`config.mk`:
```
export PLATFORM = sky130hd
export DESIGN_NAME = pipeline_hazard_ctrl
export DESIGN_NICKNAME = d
export VERILOG_FILES = /design/src/rtl/pipeline_hazard_ctrl.sv
export SDC_FILE = /design/constraint.sdc
export NUM_CORES = 1
export LEC_CHECK = 0
export CAP_MARGIN = 20
export CORE_MARGIN = 10
export CORE_UTILIZATION = 55
export CTS_CLUSTER_DIAMETER = 150
export DETAILED_ROUTE_END_ITERATION = 6
export PLACE_DENSITY = 0.86
export SLEW_MARGIN = 25
export SYNTH_ARGS = -nofsm -noshare
export SYNTH_HDL_FRONTEND = slang
export SYNTH_SLANG_ARGS = --single-unit
```
`constraint.sdc`:
```
create_clock -name clk -period 3.5 [get_ports clk]
set_input_delay 1.05 -clock clk [delete_from_list [all_inputs] [get_ports clk]]
set_output_delay 1.05 -clock clk [all_outputs]
set_load 0.02 [all_outputs]
```
`src/rtl/pipeline_hazard_ctrl.sv`:
```
// Pipeline sequencing controller: load-use stalls, redirect flushes, data-memory
// wait freezes and a debug halt/single-step engine, plus stall/flush counters.
module pipeline_hazard_ctrl #(
    parameter int DRAIN_CYCLES = 4,
    parameter int MEM_TIMEOUT  = 255,
    parameter int CNT_W        = 32
) (
    input  logic             clk,
    input  logic             rst,
    input  logic [4:0]       id_rs1,
    input  logic [4:0]       id_rs2,
    input  logic             id_rs1_used,
    input  logic             id_rs2_used,
    input  logic             ex_memread,
    input  logic [4:0]       ex_rd,
    input  logic             ex_redirect,
    input  logic             mem_req,
    input  logic             dmem_ready,
    input  logic             halt_req,
    input  logic             step_req,
    output logic             pc_stall,
    output logic             fetch_bubble,
    output logic             if_id_stall,
    output logic             if_id_flush,
    output logic             id_ex_stall,
    output logic             id_ex_flush,
    output logic             ex_mem_stall,
    output logic             mem_wb_bubble,
    output logic             halted,
    output logic             mem_timeout_err,
    output logic [CNT_W-1:0] stall_cycles,
    output logic [15:0]      flush_events
);

    typedef enum logic [2:0] {
        S_RUN,
        S_MEM_WAIT,
        S_DRAIN,
        S_HALTED,
        S_STEP
    } state_t;

    state_t           state_q, state_d;
    state_t           ret_q, ret_d;
    state_t           eff_state;
    logic [7:0]       drain_cnt_q, drain_cnt_d;
    logic [7:0]       wait_cnt_q, wait_cnt_d;
    logic             err_q, err_d;
    logic [CNT_W-1:0] stall_cnt_q, stall_cnt_d;
    logic [15:0]      flush_cnt_q, flush_cnt_d;

    logic freeze, hazard_ok, redir, lu_match, load_use, park;
    logic pc_stall_c, fetch_bubble_c, if_id_stall_c, if_id_flush_c;
    logic id_ex_stall_c, id_ex_flush_c, ex_mem_stall_c, mem_wb_bubble_c, halted_c;

    // On the release cycle of a wait, behave as the state that was interrupted.
    always_comb begin
        eff_state = (state_q == S_MEM_WAIT) ? ret_q : state_q;
        if (state_q == S_MEM_WAIT)
            freeze = !dmem_ready;
        else
            freeze = (state_q != S_HALTED) && mem_req && !dmem_ready;

        hazard_ok = !freeze && (eff_state != S_HALTED);
        redir     = hazard_ok && ex_redirect;
        lu_match  = ex_memread && (ex_rd != 5'd0) &&
                    ((id_rs1_used && (id_rs1 == ex_rd)) ||
                     (id_rs2_used && (id_rs2 == ex_rd)));
        load_use  = hazard_ok && !ex_redirect && lu_match;
        park      = !freeze && ((eff_state == S_DRAIN) || (eff_state == S_HALTED));

        pc_stall_c      = freeze || load_use || (park && !redir);
        fetch_bubble_c  = park;
        if_id_stall_c   = freeze || load_use;
        if_id_flush_c   = redir;
        id_ex_stall_c   = freeze;
        id_ex_flush_c   = redir || load_use;
        ex_mem_stall_c  = freeze;
        mem_wb_bubble_c = freeze;
        halted_c        = (state_q == S_HALTED);
    end

    always_comb begin
        state_d     = state_q;
        ret_d       = ret_q;
        drain_cnt_d = drain_cnt_q;
        wait_cnt_d  = wait_cnt_q;
        err_d       = err_q;
        stall_cnt_d = stall_cnt_q + (pc_stall_c ? CNT_W'(1) : CNT_W'(0));
        flush_cnt_d = (redir && (flush_cnt_q != 16'hFFFF)) ? flush_cnt_q + 16'd1 : flush_cnt_q;

        if (freeze) begin
            state_d = S_MEM_WAIT;
            ret_d   = eff_state;
            if (wait_cnt_q != 8'hFF)
                wait_cnt_d = wait_cnt_q + 8'd1;
            if ((int'(wait_cnt_q) + 1) >= MEM_TIMEOUT)
                err_d = 1'b1;
        end else begin
            wait_cnt_d = 8'd0;
            state_d    = eff_state;
            case (eff_state)
                S_RUN: begin
                    if (halt_req) begin
                        state_d     = S_DRAIN;
                        drain_cnt_d = 8'd0;
                    end
                end
                S_DRAIN: begin
                    if (!halt_req)
                        state_d = S_RUN;
                    else if (redir)
                        drain_cnt_d = 8'd0;
                    else if (drain_cnt_q == 8'(DRAIN_CYCLES - 1))
                        state_d = S_HALTED;
                    else
                        drain_cnt_d = drain_cnt_q + 8'd1;
                end
                S_HALTED: begin
                    if (!halt_req)
                        state_d = S_RUN;
                    else if (step_req)
                        state_d = S_STEP;
                end
                S_STEP: begin
                    state_d     = S_DRAIN;
                    drain_cnt_d = 8'd0;
                end
                default: state_d = S_RUN;
            endcase
        end
    end

    always_ff @(posedge clk or negedge rst) begin
        if (!rst) begin
            state_q     <= S_RUN;
            ret_q       <= S_RUN;
            drain_cnt_q <= 8'd0;
            wait_cnt_q  <= 8'd0;
            err_q       <= 1'b0;
            stall_cnt_q <= '0;
            flush_cnt_q <= 16'd0;
        end else begin
            state_q     <= state_d;
            ret_q       <= ret_d;
            drain_cnt_q <= drain_cnt_d;
            wait_cnt_q  <= wait_cnt_d;
            err_q       <= err_d;
            stall_cnt_q <= stall_cnt_d;
            flush_cnt_q <= flush_cnt_d;
        end
    end

    // Controls are forced low while reset is held, independent of live inputs.
    assign pc_stall        = rst & pc_stall_c;
    assign fetch_bubble    = rst & fetch_bubble_c;
    assign if_id_stall     = rst & if_id_stall_c;
    assign if_id_flush     = rst & if_id_flush_c;
    assign id_ex_stall     = rst & id_ex_stall_c;
    assign id_ex_flush     = rst & id_ex_flush_c;
    assign ex_mem_stall    = rst & ex_mem_stall_c;
    assign mem_wb_bubble   = rst & mem_wb_bubble_c;
    assign halted          = rst & halted_c;
    assign mem_timeout_err = err_q;
    assign stall_cycles    = stall_cnt_q;
    assign flush_events    = flush_cnt_q;

endmodule

```
==> flow_summary.json <==
{
  "status": "finished with violations",
  "violations": "negative setup slack",
  "place_hpwl_mm": 6.97,
  "r2r_start": "state_q[0]$_DFF_PN0_",
  "p_int_mw": 1.67,
  "pwr-share-comb_pct": 27.7,
  "p_sw_mw": 0.797,
  "yosysTopAreaCellShare_pct": 46.4,
  "synth-seq-cells": 71,
  "worstSkewPairLatency_ns": 0.34,
  "antenna_found_initial": 0,
  "finalSetupViolCount": 1,
  "layout_min_cycle_time_ns": 3.51,
  "p_sw_share_pct": 32.3,
  "htreeDepth": 3,
  "synthTopCellsByArea": "dfrtp_1 (46%), xnor2_1 (9.8%), xor2_1 (3.7%)",
  "ir_worst_vdd_mv": 0.500,
  "rows": 30,
  "maxSlewViolCount": 0,
  "critPathLaunchType": "primary input",
  "drtIter0Drc": 133,
  "synth_most_common_cell": "dfrtp_1",
  "final.setup.tns_ns": -0.00811,
  "max_freq_ghz": 0.285,
  "synth_cell_type_count": 55,
  "synth_top_area_cell": "dfrtp_1",
  "grt_setup_unrepaired": "true",
  "leakagePower_nw": 2.31,
  "die-area_um2": 10700,
  "reg2reg_depth": 13,
  "ff2ff_setup_slack_ns": 0.29,
  "coreArea_um2": 6790,
  "cts-buffers-inserted": 9,
  "grt_max_degree": 43,
  "final_antenna_net_count": 0,
  "regToRegEndpoint": "stall_cycles[27]$_DFF_PN0_",
  "synth_area_um2": 3830,
  "cts_buffer_depth": 2,
  "fin_crit_sh_pct": 100,
  "path_cells": "buf_8 -> or4_4 -> o21a_1 -> nand4_1 -> buf_4 -> a21oi_4 -> buf_6",
  "cts_sinks": 71,
  "drive_above_1_share_pct": 19.9,
  "num_antenna_cells": 0,
  "syn_avg_cell_area_um2": 10.3,
  "worst_slew_pin_slew_ns": 0.529,
  "criticalPathCategory": "in2out",
  "synth.cells.most_frequent": "dfrtp_1 (71), xnor2_1 (43), nand2_1 (35)",
  "min-delay-start": "mem_timeout_err$_DFFE_PN0P_",
  "nNetsFinal": 515,
  "slowest_stage": "or4_4",
  "synth_cells": 371,
  "p_clk_share_pct": 29.8,
  "async_flop_share_pct": 100,
  "globalplace.congestion": 0.868,
  "finalHoldViolCount": 0,
  "avgViaCountPerCell": 5.53,
  "p_per_area_nw_per_um2": 475,
  "worstSetupEndpointType": "primary output",
  "drc_errors": 0,
  "cts_tree": "built",
  "detail_route.wl_per_cell_um": 16.3,
  "num_io_pins": 83,
  "cpPeakStageDelay_ns": 0.52,
  "start_util_pct": 56.4,
  "pwr-share-seq_pct": 42.5,
  "worstHoldEndpoint": "mem_timeout_err$_DFFE_PN0P_",
  "dieHeight_um": 103,
  "cts_hold_buf": 0,
  "crit_required_ns": 2.45,
  "finClkSkew_ns": 0.00846,
  "holdWs_ns": 0.483,
  "synth-main-ff-cell": "dfrtp_1",
  "yosysWarnings": 0,
  "syn_nets": 403,
  "hp-class": "reg2reg",
  "first_pass_iters": 4,
  "drv_cap": 0,
  "port_buffers": 82,
  "clk_pin_slew_ns": 0.08,
  "grt_pass1_vias": 3278,
  "grt_pass1_wl_mm": 15.6,
  "vias": 3227,
  "arrival_ns": 2.46,
  "grt.overflow.total": 0,
  "ys_seq_area_share_pct": 46.4,
  "root_buffer": "clkbuf_8",
  "synth_edf_count": 0,
  "slew_headroom_pct": 63.8,
  "die_x_um": 103,
  "wl_mm": 9.52,
  "hold_depth": 1,
  "syn2layout_area_growth_pct": 35.3,
  "cp_max_fo": 3,
  "grt_usage_pct": 18.4,
  "finalWorstSetupSlack_ns": -0.00811
}
==> cell families after synthesis <==
family | count (synthesis) | share of synthesized area [%]
adder cells (fa/ha/maj) | 7 | 2.29
multiplexers | 3 | 1.18
AND/OR/NAND/NOR | 154 | 22.3
XOR/XNOR | 59 | 13.5
AO/OA/AOI/OAI | 60 | 11.9
flip-flops | 71 | 46.4
buffers and inverters | 17 | 2.45
==> worst max-delay path by stage <==
stage / end / start / slack, ns
6_report: pc_stall / ex_rd[2] / -0.008
5_1_grt: pc_stall / id_rs2[2] / -0.06
4_1_cts: pc_stall / ex_rd[4] / -0.009
3_5_place_dp: pc_stall / ex_rd[4] / -0.74
3_3_place_gp: pc_stall / ex_rd[2] / -0.65
2_1_floorplan: id_ex_stall / mem_req / 0.07
==> through the flow <==
| stage | utilization (%) | instances | instance area [um^2] | setup slack [ns] | total power, mW |
|---|---|---|---|---|---|
| finish | 76.3 | 584 | 5180 | -0.00811 | 2.47 |
| global route | 76.3 | 584 | 5180 | -0.0590 | 2.59 |
| CTS | 75.3 | 584 | 5120 | -0.00923 | 2.47 |
| detailed placement | 71.9 | 564 | 4890 | -0.744 | 1.73 |
| global placement | 71.9 | 564 | 4890 | -0.652 | 1.71 |
| floorplan | - | 371 | 3830 | 0.0747 | 1.40 |
==> flip-flops by register name, indices dropped and copies added, names as in the netlist <==
register / count
ret_q: 3
state_q: 3
wait_cnt_q: 8
mem_timeout_err: 1
flush_events: 16
drain_cnt_q: 8
stall_cycles: 32
==> placed cells by master, fill, tap and decap left out, types with 4 or more instances in the layout <==
master	instances
dlygate4sd2_1	4
nor2_1	21
a21oi_1	14
clkdlybuf4s15_1	5
clkbuf_2	5
clkbuf_8	10
o21ai_0	11
and3_1	13
nand2_1	35
buf_2	6
inv_1	8
xnor2_1	40
clkdlybuf4s50_1	54
a22o_1	8
nand2b_1	6
nand4_1	14
buf_4	29
xor2_1	16
o31ai_1	4
dfrtp_1	71
ha_1	6
nand3_1	23
nor3_2	7
==> metal layers <==
| metal | wire (um) | up-vias | track usage [%] |
|---|---|---|---|
| met5 | 0 | - | 0 |
| met1 | 3980 | 1573 | 22.1 |
| met4 | 159 | 0 | 8.24 |
| met2 | 4700 | 86 | 30.6 |
| li1 | - | 1557 | - |
| met3 | 682 | 11 | 4.52 |
==> final cells by class <==
type / instances / area (um^2)
Fill cell: 469 / 1610
Multi-Input combinational cell: 283 / 2050
Inverter: 8 / 30.0
Clock inverter: 4 / 77.6
Sequential cell: 71 / 1780
Clock buffer: 12 / 145
Tap cell: 96 / 120
Timing Repair Buffer: 110 / 983
==> power by group through the flow <==
stage / clock [mW] / combinational, mW / sequential (mW)
detailed placement: 0 / 0.674 / 1.06
global placement: 0 / 0.658 / 1.05
CTS: 0.747 / 0.675 / 1.04
floorplan: 0 / 0.285 / 1.11
finish: 0.736 / 0.682 / 1.05
global route: 0.787 / 0.740 / 1.07
==> what timing repair did <==
item	4_1_cts	5_1_grt
pin swaps	17	14
gates resized for setup	68	33
setup buffers	4	0
endpoints found under the setup margin	17	22
==> worst max-delay path: cells and delay by family <==
family / cells / cell delay (ns)
buf+inv: 3 / 0.42
simple gates: 2 / 0.73
compound gates: 2 / 0.24
(Power assumes the default switching activity.)
